`src/rtl/load_store_unit.sv`:
```
// load_store_unit: single-outstanding load/store unit between a core and a
// word-wide memory whose words are stored big-endian-in-lanes (bits [31:24]
// hold the byte at the word address, bits [7:0] the byte at address+3).
// Loads and stores are presented little-endian to the core, so word data is
// byte-swapped and sub-word stores go through a read-modify-write.
//
// Optional build macro: LSU_RANGE_CHECK_EN -- when defined, any access whose
// byte address is >= MEM_BYTES is reported as an error and never touches
// memory. When undefined, the address is passed to memory unchecked.
module load_store_unit #(
  parameter int unsigned MEM_BYTES = 4096
) (
  input  logic        clock,
  input  logic        reset_n,
  input  logic        req_valid,
  output logic        req_ready,
  input  logic        req_write,
  input  logic [1:0]  req_size,
  input  logic        req_unsigned,
  input  logic [31:0] req_addr,
  input  logic [31:0] req_wdata,
  output logic        resp_valid,
  output logic        resp_error,
  output logic [31:0] resp_rdata,
  output logic [31:0] mem_read_addr,
  output logic [31:0] mem_write_addr,
  output logic        mem_write_enable,
  output logic [31:0] mem_write_data,
  input  logic [31:0] mem_read_data
);

  // Access size encodings on req_size (2'b11 is reserved and always faults).
  localparam logic [1:0] SZ_BYTE = 2'b00;
  localparam logic [1:0] SZ_HALF = 2'b01;
  localparam logic [1:0] SZ_WORD = 2'b10;
  localparam logic [1:0] SZ_RSVD = 2'b11;

  // Memory size must be a whole number of words.
  if ((MEM_BYTES % 4) != 0) begin : g_memBytesNotWordMultiple
    $error("load_store_unit: MEM_BYTES must be a multiple of 4");
  end

  typedef enum logic [2:0] {
    IDLE,
    LOAD,
    RMW_RD,
    WRITE,
    DONE
  } state_t;

  state_t      r_state;
  state_t      w_stateNext;

  // Latched request fields needed after the accept edge.
  logic [1:0]  r_size;
  logic        r_unsigned;
  logic [1:0]  r_lane;
  logic [15:0] r_wdata;

  // Registered outputs.
  logic        r_respValid;
  logic        r_respError;
  logic [31:0] r_respRdata;
  logic [31:0] r_memAddr;
  logic        r_memWe;
  logic [31:0] r_memWdata;

  // Decode of the incoming request.
  logic        w_misaligned;
  logic        w_outOfRange;
  logic        w_reqError;

  // Load formatting and store merge datapaths.
  logic [7:0]  w_loadLow;
  logic [7:0]  w_loadHigh;
  logic [31:0] w_loadData;
  logic [31:0] w_mergeData;

  // Reverse byte order between memory lanes and core-visible little-endian.
  function automatic logic [31:0] byteSwap(input logic [31:0] word);
    byteSwap = {word[7:0], word[15:8], word[23:16], word[31:24]};
  endfunction

  // Extract the byte that lives at word offset k (offset 0 is bits [31:24]).
  function automatic logic [7:0] laneByte(input logic [31:0] word,
                                          input logic [1:0]  k);
    case (k)
      2'd0:    laneByte = word[31:24];
      2'd1:    laneByte = word[23:16];
      2'd2:    laneByte = word[15:8];
      default: laneByte = word[7:0];
    endcase
  endfunction

  // Replace the byte at word offset k, leaving the other three intact.
  function automatic logic [31:0] setLane(input logic [31:0] word,
                                          input logic [1:0]  k,
                                          input logic [7:0]  value);
    logic [31:0] result;
    result = word;
    case (k)
      2'd0:    result[31:24] = value;
      2'd1:    result[23:16] = value;
      2'd2:    result[15:8]  = value;
      default: result[7:0]   = value;
    endcase
    setLane = result;
  endfunction

  assign w_misaligned = (req_size == SZ_RSVD) ||
                        ((req_size == SZ_HALF) && req_addr[0]) ||
                        ((req_size == SZ_WORD) && (req_addr[1:0] != 2'b00));

`ifdef LSU_RANGE_CHECK_EN
  localparam logic [31:0] LP_MEM_LIMIT = 32'(MEM_BYTES);
  assign w_outOfRange = (req_addr >= LP_MEM_LIMIT);
`else
  assign w_outOfRange = 1'b0;
`endif

  assign w_reqError = w_misaligned || w_outOfRange;

  // Next-state selection: route each accepted access down its own path.
  always_comb begin
    w_stateNext = r_state;
    case (r_state)
      IDLE: begin
        if (req_valid) begin
          if (w_reqError) begin
            w_stateNext = DONE;
          end else if (!req_write) begin
            w_stateNext = LOAD;
          end else if (req_size == SZ_WORD) begin
            w_stateNext = WRITE;
          end else begin
            w_stateNext = RMW_RD;
          end
        end
      end
      LOAD:    w_stateNext = DONE;
      RMW_RD:  w_stateNext = WRITE;
      WRITE:   w_stateNext = DONE;
      DONE:    w_stateNext = IDLE;
      default: w_stateNext = IDLE;
    endcase
  end

  // State register; reset abandons whatever access is in flight.
  always_ff @(posedge clock or negedge reset_n) begin
    if (!reset_n) begin
      r_state <= IDLE;
    end else begin
      r_state <= w_stateNext;
    end
  end

  // Format the memory word as a load result, extending sub-word values.
  always_comb begin
    w_loadLow  = laneByte(mem_read_data, r_lane);
    w_loadHigh = laneByte(mem_read_data, r_lane + 2'd1);
    w_loadData = '0;
    case (r_size)
      SZ_BYTE: w_loadData = {{24{~r_unsigned & w_loadLow[7]}}, w_loadLow};
      SZ_HALF: w_loadData = {{16{~r_unsigned & w_loadHigh[7]}}, w_loadHigh, w_loadLow};
      default: w_loadData = byteSwap(mem_read_data);
    endcase
  end

  // Merge sub-word store data into the word read back from memory.
  always_comb begin
    w_mergeData = setLane(mem_read_data, r_lane, r_wdata[7:0]);
    if (r_size == SZ_HALF) begin
      w_mergeData = setLane(w_mergeData, r_lane + 2'd1, r_wdata[15:8]);
    end
  end

  // Request latching and all registered outputs, advanced per state.
  always_ff @(posedge clock or negedge reset_n) begin
    if (!reset_n) begin
      r_size      <= '0;
      r_unsigned  <= 1'b0;
      r_lane      <= '0;
      r_wdata     <= '0;
      r_respValid <= 1'b0;
      r_respError <= 1'b0;
      r_respRdata <= '0;
      r_memAddr   <= '0;
      r_memWe     <= 1'b0;
      r_memWdata  <= '0;
    end else begin
      case (r_state)
        IDLE: begin
          r_respValid <= 1'b0;
          r_respError <= 1'b0;
          r_respRdata <= '0;
          r_memWe     <= 1'b0;
          if (req_valid) begin
            r_size     <= req_size;
            r_unsigned <= req_unsigned;
            r_lane     <= req_addr[1:0];
            r_wdata    <= req_wdata[15:0];
            r_memAddr  <= {req_addr[31:2], 2'b00};
            if (w_reqError) begin
              r_respValid <= 1'b1;
              r_respError <= 1'b1;
            end else if (req_write && (req_size == SZ_WORD)) begin
              r_memWe    <= 1'b1;
              r_memWdata <= byteSwap(req_wdata);
            end
          end
        end
        LOAD: begin
          r_respValid <= 1'b1;
          r_respRdata <= w_loadData;
        end
        RMW_RD: begin
          r_memWe    <= 1'b1;
          r_memWdata <= w_mergeData;
        end
        WRITE: begin
          r_memWe     <= 1'b0;
          r_respValid <= 1'b1;
          r_respRdata <= '0;
        end
        DONE: begin
          r_respValid <= 1'b0;
          r_respError <= 1'b0;
          r_respRdata <= '0;
        end
        default: begin
          r_respValid <= 1'b0;
          r_respError <= 1'b0;
          r_memWe     <= 1'b0;
        end
      endcase
    end
  end

  assign req_ready        = (r_state == IDLE);
  assign resp_valid       = r_respValid;
  assign resp_error       = r_respError;
  assign resp_rdata       = r_respRdata;
  assign mem_read_addr    = r_memAddr;
  assign mem_write_addr   = r_memAddr;
  assign mem_write_enable = r_memWe;
  assign mem_write_data   = r_memWdata;

endmodule

```
`config.mk`:
```
export PLATFORM = sky130hd
export DESIGN_NAME = load_store_unit
export DESIGN_NICKNAME = d
export VERILOG_FILES = /design/src/rtl/load_store_unit.sv
export SDC_FILE = /design/constraint.sdc
export NUM_CORES = 1
export LEC_CHECK = 0
export ABC_AREA = 1
export BUFFER_PORTS_ARGS = -buffer_cell sky130_fd_sc_hd__buf_2
export CAP_MARGIN = 30
export CORE_UTILIZATION = 50
export CTS_CLUSTER_SIZE = 20
export DETAILED_ROUTE_END_ITERATION = 7
export GPL_TIMING_DRIVEN = 0
export PLACE_DENSITY_LB_ADDON = 0.1
export REMOVE_ABC_BUFFERS = 1
export SKIP_CTS_REPAIR_TIMING = 1
export SLEW_MARGIN = 10
export SYNTH_ARGS = -nofsm -noshare
export SYNTH_HDL_FRONTEND = slang
export SYNTH_SLANG_ARGS = --single-unit
export TNS_END_PERCENT = 50
```
`constraint.sdc`:
```
create_clock -name clock -period 2.7 [get_ports clock]
set_input_delay 0.135 -clock clock [delete_from_list [all_inputs] [get_ports clock]]
set_output_delay 0.135 -clock clock [all_outputs]
set_load 0.01 [all_outputs]
```
==> flow_summary_export.csv, run 1 <==
group,metric,value,unit
global_route,grt_max_degree,69,
power_and_ir_drop,sw_frac_of_total,45.4,%
route,drc_errors,0,
cells_and_area,fill_cells,1226,
route,wirelength,19700,um
place,postPlaceCellArea,7880,um^2
cells_and_area,final_layout_size_suffix_gt1_share,24.3,%
yosys,yosysSeqAreaShare,44.2,%
cts,clockRootBuffer,"clkbuf_16",
power_and_ir_drop,seq_power_share,30.7,%
place,post-dp-hpwl,13200,um
timing,setup_viol,0,
setup_path,cp_data_arrival_time,2.75,ns
yosys,synth_seq_cells,121,
yosys,ys_async_sr_fraction,100,%
global_route,antenna_found_initial,1,
power_and_ir_drop,clkPwrFrac,20.0,%
yosys,synth-warning-count,0,
floorplanning,die_h,119,um
global_route,track_usage,27.7,%
setup_path,critPathMaxFanout,25,
cts,clockBufferDepth,2,
place,placed_cells_incl_taps,1334,
global_route,grt_pass1_wl,30900,um
cells_and_area,final_nets,1331,
place,pre_cts_ws,0.0464,ns
timing,fin_crit_sh,90.6,%
floorplanning,placementRows,42,
yosys,syn_avg_cell_area,6.83,um^2
yosys,synth_top_cell_by_area,"dfrtp_1",
route,viasPerCell,4.98,
setup_path,worstPathRequired,3.01,ns
status,status,"complete, but fails checks",
power_and_ir_drop,p_switching,4.75,mW
yosys,netlist_area,6860,um^2
timing,hold_slack,-0.0374,ns
power_and_ir_drop,internal_power,5.72,mW
floorplanning,coreArea,13300,um^2
yosys,netlist_instances,1003,
setup_path,startpoint_type,"register",
timing,fin_crit,2.45,ns
yosys,yosysMostFrequentCell,"nand2_1",
power_and_ir_drop,p_comb_share,49.3,%
route,num_vias,7058,
cts,cts_tree,"yes",
timing,worst_pin_slew,0.824,ns
cells_and_area,final_cells,1417,
global_route,grt_pass1_vias,6326,
timing,rsz0062_at_grt,"no",
setup_path,cp-end-kind,"register",
place,routabilityCongestion,0.866,
cts,cts.sinks,121,
timing,slew-limit-headroom,45.0,%
route,drt_first_pass_iters,5,
setup_path,crit_type,"reg2reg",
cells_and_area,stdcell_area,8950,um^2
floorplanning,die-area,14200,um^2
timing,final.setup.tns,0,ns
timing,slew_viol_final,0,
floorplanning,start_util,51.6,%
job,drv_cap,0,
cells_and_area,area_growth,30.5,%
cts,numCtsBuffers,17,
yosys,ys_types,26,
global_route,grt_overflow,0,
yosys,ys.flop_type,"dfrtp_1",
cts,clkTransAtPathRegs,0.05,ns
cts,clock_latency,0.42,ns
timing,setup_slack,0.253,ns
power_and_ir_drop,leakage,5.13,nW
yosys,synth_area_leaders,"dfrtp_1 (44%), nand2_1 (28%), nand3_1 (7.7%)",
hold_path,hold_class,"in2reg",
power_and_ir_drop,peakVddDrop,0.000647,V
yosys,synth.top_cell.area_share,44.2,%
power_and_ir_drop,p_per_area,1170,nW/um^2
cells_and_area,post-route-util,67.3,%
setup_path,r2r_cells,7,
timing,skew,0.00711,ns
route,drt_iter0_drc,557,
status,violations,"negative hold slack",
timing,max_freq,409,MHz
cts,htree_levels,4,
floorplanning,pin_count,235,
hold_path,holdPathStages,3,
route,wl_per_cell,13.9,um
timing,hold_viol,2,
yosys,synth_edf_count,0,
route,drtAntennaViolNets,0,
floorplanning,dieWidth,119,um
place,port-buffer-count,230,
cells_and_area,antenna_cells,0,
yosys,synth_common_cells,"nand2_1 (503), dfrtp_1 (121), nand3_1 (105), nor2_1 (64), o21ai_0 (46)",
power groups by stage:
stage / Combinational (mW) / Clock, mW / Sequential, mW
after floorplan: 2.71 / 0 / 3.58
after global placement: 4.90 / 0 / 3.18
after detailed placement: 5.05 / 0 / 3.21
after CTS: 5.07 / 2.11 / 3.20
after global routing: 5.82 / 2.20 / 3.32
final: 5.16 / 2.09 / 3.21
critical path, stage by stage, from the launching register on:
cell and delay, ns:
dfrtp_1 0.67, nand2_2 0.34, inv_2 0.46, nand2_1 0.19, nand3_4 0.20, nand3_4 0.25
nand2_1 0.15, nand2_1 0.05
routing by layer:
layer / routed length (um) / track usage (%) / vias up
li1: - / - / 3544
met4: 272 / 8.54 / 0
met2: 9800 / 45.6 / 225
met5: 0 / 0 / -
met3: 1230 / 7.14 / 23
met1: 8400 / 35.7 / 3266
cell type report:
cell class	instances	area (um^2)	area share, %
Clock buffer	26	509	5.69
Clock inverter	6	38.8	0.434
Inverter	38	143	1.59
Multi-Input combinational cell	764	3240	36.2
Sequential cell	121	3030	33.9
Tap cell	176	220	2.46
Timing Repair Buffer	286	1770	19.8
cells in the final DEF (no fill, tap or decap), types with 10 or more instances in the layout:
cell type / synthesis / routed
nand2_1: 503 / 503
buf_2: 29 / 229
dfrtp_1: 121 / 120
nand3_1: 105 / 105
nor2_1: 64 / 63
dlygate4sd3_1: 0 / 49
o21ai_0: 46 / 46
inv_1: 28 / 27
clkbuf_16: 0 / 17
nand2_2: 14 / 14
inv_2: 9 / 10
cells by family after synthesis:
kind of cell,share of synthesized area [%]
AO/OA/AOI/OAI,5.07
buffers and inverters,9.24
flip-flops,44.2
other,0.0547
AND/OR/NAND/NOR,41.5
metrics by stage:
stage / hold WS, ns / power (mW)
after floorplan: -0.161 / 6.29
after global placement: 0.333 / 8.09
after detailed placement: 0.126 / 8.27
after CTS: -0.317 / 10.4
after global routing: 0.00181 / 11.3
final: -0.0374 / 10.5
flip-flops by register name, summed over array words and instances, names as in the netlist:
signal	cells
resp_rdata	32
r_lane	2
mem_write_data	32
r_unsigned	1
resp_error	1
r_size	2
mem_write_enable	1
r_state	3
r_wdata	16
mem_read_addr	30
resp_valid	1
path summary, 6_finish.rpt:
| kind | from | to | slack (ns) |
|---|---|---|---|
| max | r_lane[0] | resp_rdata[18] | 0.25 |
| min | req_size[0] | r_size[0] | -0.04 |
| max reg2reg | r_lane[0] | resp_rdata[18] | 0.25 |
| min reg2reg | mem_write_data[17] | mem_write_data[17] | 0.46 |
| max in group asynchronous | reset_n | r_lane[0] | 1.73 |
| min in group asynchronous | reset_n | resp_rdata[17] | 0.24 |
Power figures use the tool's default switching activity.
==> run 2: changes to the inputs <==
- HOLD_SLACK_MARGIN: not set -> 0.02
==> run 2 against run 1 <==
  * The flow now finishes without violations
  * Via count fell by 0.20%
  * Critical path depth did not move
  * Register-to-register slack is essentially flat
  * Clock power hardly changed
  * Clock-buffer cell count unchanged
  * Sequential power is essentially flat
  * Worst setup slack better by 0.0034 ns
  * Die area unchanged
  * Combinational power barely moved
  * Final cell count up 0.21%
==> flow_summary_export.csv, run 2 (synthesis results as in run 1) <==
group,metric,value,unit
status,status,"completed",
timing,final.setup.tns,0,ns
timing,worst_pin_slew,0.817,ns
setup_path,ff2ff_setup_slack,0.26,ns
global_route,antenna_found_initial,1,
setup_path,cp-end-kind,"register",
cts,clock_latency,0.42,ns
setup_path,crit_type,"reg2reg",
setup_path,r2r_cells,7,
timing,hold_slack,0.00480,ns
route,wl_per_cell,13.9,um
setup_path,critPathMaxFanout,25,
hold_path,holdCritStartpoint,"req_size[1]",
cells_and_area,final_nets,1334,
floorplanning,die-area,14200,um^2
cells_and_area,final_layout_size_suffix_gt1_share,24.2,%
route,drt_iter0_drc,527,
floorplanning,start_util,51.6,%
timing,rsz0062_at_grt,"no",
cts,numCtsBuffers,17,
floorplanning,die_h,119,um
timing,setup_viol,0,
setup_path,worstReg2RegEnd,"resp_rdata[18]",
cells_and_area,antenna_cells,0,
floorplanning,pin_count,235,
route,drc_errors,0,
cells_and_area,final_cells,1420,
floorplanning,coreArea,13300,um^2
cells_and_area,fill_cells,1221,
power_and_ir_drop,leakage,5.14,nW
setup_path,worstPathRequired,3.01,ns
cts,cts.sinks,121,
place,port-buffer-count,230,
cells_and_area,multi_input_area,3240,um^2
timing,setup_slack,0.257,ns
floorplanning,dieWidth,119,um
setup_path,cp_data_arrival_time,2.75,ns
route,wirelength,19700,um
place,postPlaceCellArea,7880,um^2
global_route,grt_pass1_vias,6326,
global_route,grt_pass1_wl,30900,um
global_route,track_usage,27.7,%
cts,clockBufferDepth,2,
place,pre_cts_ws,0.0464,ns
global_route,grt_overflow,0,
global_route,grt_max_degree,69,
cells_and_area,seqCellArea,3030,um^2
cells_and_area,stdcell_area,8980,um^2
timing,max_freq,409,MHz
route,num_vias,7044,
timing,skew,0.00714,ns
power_and_ir_drop,p_per_area,1170,nW/um^2
cts,cts_tree,"yes",
place,post-dp-hpwl,13200,um
job,drv_cap,0,
place,routabilityCongestion,0.866,
cts,clkTransAtPathRegs,0.05,ns
timing,fin_crit_sh,90.5,%
hold_path,hold_class,"in2reg",
floorplanning,placementRows,42,
timing,hold_viol,0,
route,drtAntennaViolNets,0,
cells_and_area,area_growth,30.9,%
hold_path,holdPathStages,3,
hold_path,worst_hold_path.endpoint,"r_size[1]",
cells_and_area,final_cell_mix,"nand2_1 (503), buf_2 (229), dfrtp_1 (120)",
timing,slew-limit-headroom,45.4,%
route,drt_first_pass_iters,5,
setup_path,r2r-start,"r_lane[0]",
route,viasPerCell,4.96,
power_and_ir_drop,peakVddDrop,0.000649,V
timing,fin_crit,2.44,ns
cells_and_area,final_common_cell,"nand2_1",
setup_path,startpoint_type,"register",
timing,slew_viol_final,0,
cts,clockRootBuffer,"clkbuf_16",
cts,htree_levels,4,
place,placed_cells_incl_taps,1334,
-- run 2: cell types whose count changed in the layout (fill, tap and decap cells not counted), sizes merged --
cell         previous run  this run
dlygate4sd3            49        52
-- run 2: worst max-delay path, cell delays in order, from the launching register on --
cell and delay (ns):
dfrtp_1 0.67, nand2_2 0.33, inv_2 0.46, nand2_1 0.19, nand3_4 0.20, nand3_4 0.25
nand2_1 0.15, nand2_1 0.05
-- run 2: power by group --
group / total (mW) / switching [mW] / internal [mW]
clock network: 2.09 / 0.803 / 1.29
logic: 5.16 / 3.35 / 1.81
registers: 3.22 / 0.595 / 2.62
-- run 2: worst max path at each step --
stage | end | startpoint | cells after the start | slack (ns)
after floorplan | mem_read_addr[10] | r_state[0] | 6 | -1.26
after global placement | mem_read_addr[19] | r_state[2] | 6 | -3.59
after detailed placement | mem_write_data[10] | r_lane[0] | 9 | 0.05
after CTS | mem_write_data[10] | r_lane[0] | 9 | 0.04
after global routing | mem_write_data[29] | r_state[0] | 9 | 0.10
final | resp_rdata[18] | r_lane[0] | 7 | 0.26
-- run 2: layout make-up --
cell class / count / area share, %
multi-input cells: 764 / 36.0
flip-flops and latches: 121 / 33.7
repair buffers: 289 / 20.1
clock buffers: 26 / 5.67
well taps: 176 / 2.45
inverters: 38 / 1.59
clock inverters: 6 / 0.432
-- run 2: per-stage QoR --
step	utilization [%]	power (mW)
floorplan	-	6.29
global placement	58.3	8.09
detailed placement	59.2	8.27
CTS	63.4	10.4
global route	67.5	11.3
finish	67.5	10.5
-- run 2: metal layers --
metal  GRT usage [%]  share of wire (%)  vias up
li1                -                  -     3550
met1            35.7                 43     3254
met2            45.6                 50      217
met3            7.14                6.0       23
met4            8.54                1.3        0
met5               0                  0        -
==> run 3: changes to the inputs <==
- RECOVER_POWER: not set -> 100
==> run 3 against run 2 <==
  * Critical endpoint unchanged
  * Final cell count stayed put
  * Clock skew hardly changed
  * Global-route usage stayed put
  * Largest cell class unchanged
==> flow_summary_export.csv, run 3 (synthesis results as in run 1) <==
group,metric,value,unit
floorplanning,coreArea,13300,um^2
cells_and_area,antenna_cells,0,
floorplanning,pin_count,235,
timing,worst_pin_slew,1.37,ns
setup_path,cp-end-kind,"register",
cells_and_area,fill_cells,1305,
floorplanning,die-area,14200,um^2
setup_path,critPathMaxFanout,25,
floorplanning,dieWidth,119,um
global_route,grt_max_degree,69,
job,drv_cap,0,
cts,htree_levels,4,
route,wirelength,19700,um
timing,setup_viol,0,
cts,cts.sinks,121,
cells_and_area,multi_input_area,3230,um^2
global_route,track_usage,27.7,%
cells_and_area,final_layout_size_suffix_gt1_share,13.4,%
timing,max_freq,419,MHz
setup_path,crit_top_cell,"nand2_1",
status,status,"completed",
cells_and_area,final_nets,1334,
cells_and_area,seqCellArea,3030,um^2
setup_path,slowest_stage,"dfrtp_1",
floorplanning,start_util,51.6,%
global_route,grt_overflow,0,
route,drt_iter0_drc,521,
global_route,antenna_found_initial,1,
setup_path,path_cells,"nand2_2 > inv_2 > nand2_1 > nand3_4 > nand3_4 > nand2_1 > nand2_1",
floorplanning,die_h,119,um
route,wl_per_cell,13.9,um
timing,hold_viol,0,
timing,slew_viol_final,0,
power_and_ir_drop,peakVddDrop,0.000636,V
setup_path,cp_num_buf_inv,1,
cts,numCtsBuffers,17,
cells_and_area,final_common_cell,"nand2_1",
power_and_ir_drop,leakage,4.69,nW
route,viasPerCell,4.98,
timing,rsz0062_at_grt,"no",
timing,setup_slack,0.315,ns
cells_and_area,area_growth,28.2,%
power_and_ir_drop,power,10.2,mW
hold_path,hold_class,"in2reg",
setup_path,worstPathRequired,3.01,ns
timing,fin_crit_sh,88.3,%
global_route,grt_pass1_vias,6326,
cts,clock_latency,0.42,ns
setup_path,crit_type,"reg2reg",
place,pre_cts_ws,0.0464,ns
timing,slew-limit-headroom,8.43,%
timing,hold_slack,0.00376,ns
route,drt_first_pass_iters,4,
cts,clkTransAtPathRegs,0.05,ns
global_route,grt_pass1_wl,30900,um
route,drc_errors,0,
route,drtAntennaViolNets,0,
cells_and_area,final_cell_mix,"nand2_1 (506), clkbuf_1 (131), dfrtp_1 (120)",
setup_path,max_stage_delay,0.65,ns
cts,clockRootBuffer,"clkbuf_16",
place,routabilityCongestion,0.866,
timing,skew,0.00687,ns
route,num_vias,7072,
cts,cts_tree,"yes",
place,port-buffer-count,230,
timing,fin_crit,2.38,ns
setup_path,cp_top_family,"simple AND/OR/NAND/NOR gates",
setup_path,cp_data_arrival_time,2.69,ns
setup_path,startpoint_type,"register",
cts,clockBufferDepth,2,
floorplanning,placementRows,42,
place,post-dp-hpwl,13200,um
power_and_ir_drop,p_per_area,1160,nW/um^2
run 3: changes by cell type in the layout (fill, tap and decap cells not counted), moves of 2 or more:
cell	previous run	this run
clkbuf_1	4	131
nand2_1	503	506
inv_2	10	7
nand2_2	14	11
buf_2	229	102
clkbuf_2	0	2
inv_1	27	30
run 3: stage by stage:
step	instance area [um^2]	utilization [%]	TNS (ns)	std cells
6_report	8790	66.1	0	1420
5_1_grt	8790	66.1	0	1420
4_1_cts	8420	63.4	0	1366
3_5_place_dp	7880	59.2	0	1334
3_3_place_gp	7750	58.3	-188.33	1329
2_1_floorplan	6380	-	-50.57	923
run 3: worst paths after layout:
check	from	slack, ns	endpoint	depth (start not counted)
setup / recovery	r_lane[0]	0.32	resp_rdata[18]	7
hold / removal	req_size[1]	0.004	r_size[1]	3
setup reg to reg	r_lane[0]	0.32	resp_rdata[18]	7
hold reg to reg	mem_write_data[25]	0.47	mem_write_data[25]	2
max in group asynchronous	reset_n	1.14	mem_read_addr[24]	3
min in group asynchronous	reset_n	0.57	resp_rdata[17]	2
run 3: metal layers:
metal	global-route usage [%]	wire length (um)
met1	35.7	8510
met2	45.6	9820
met3	7.14	1130
met4	8.54	265
met5	0	0
run 3: area by class of cell:
class	instances	area share [%]
tap	176	2.50
sequential	121	34.5
clock inverter	6	0.441
multi-input combinational	764	36.7
timing repair buffer	289	18.5
clock buffer	26	5.79
inverter	38	1.62
run 3: power breakdown:
group          switching, mW  internal, mW
clock network          0.800          1.29
logic                   3.33          1.57
registers              0.614          2.62
run 3: tightest hold or removal path, cell delays in order:
cell	delay [ns]
buf_2	0.12
nand2_1	0.06
o21ai_0	0.06
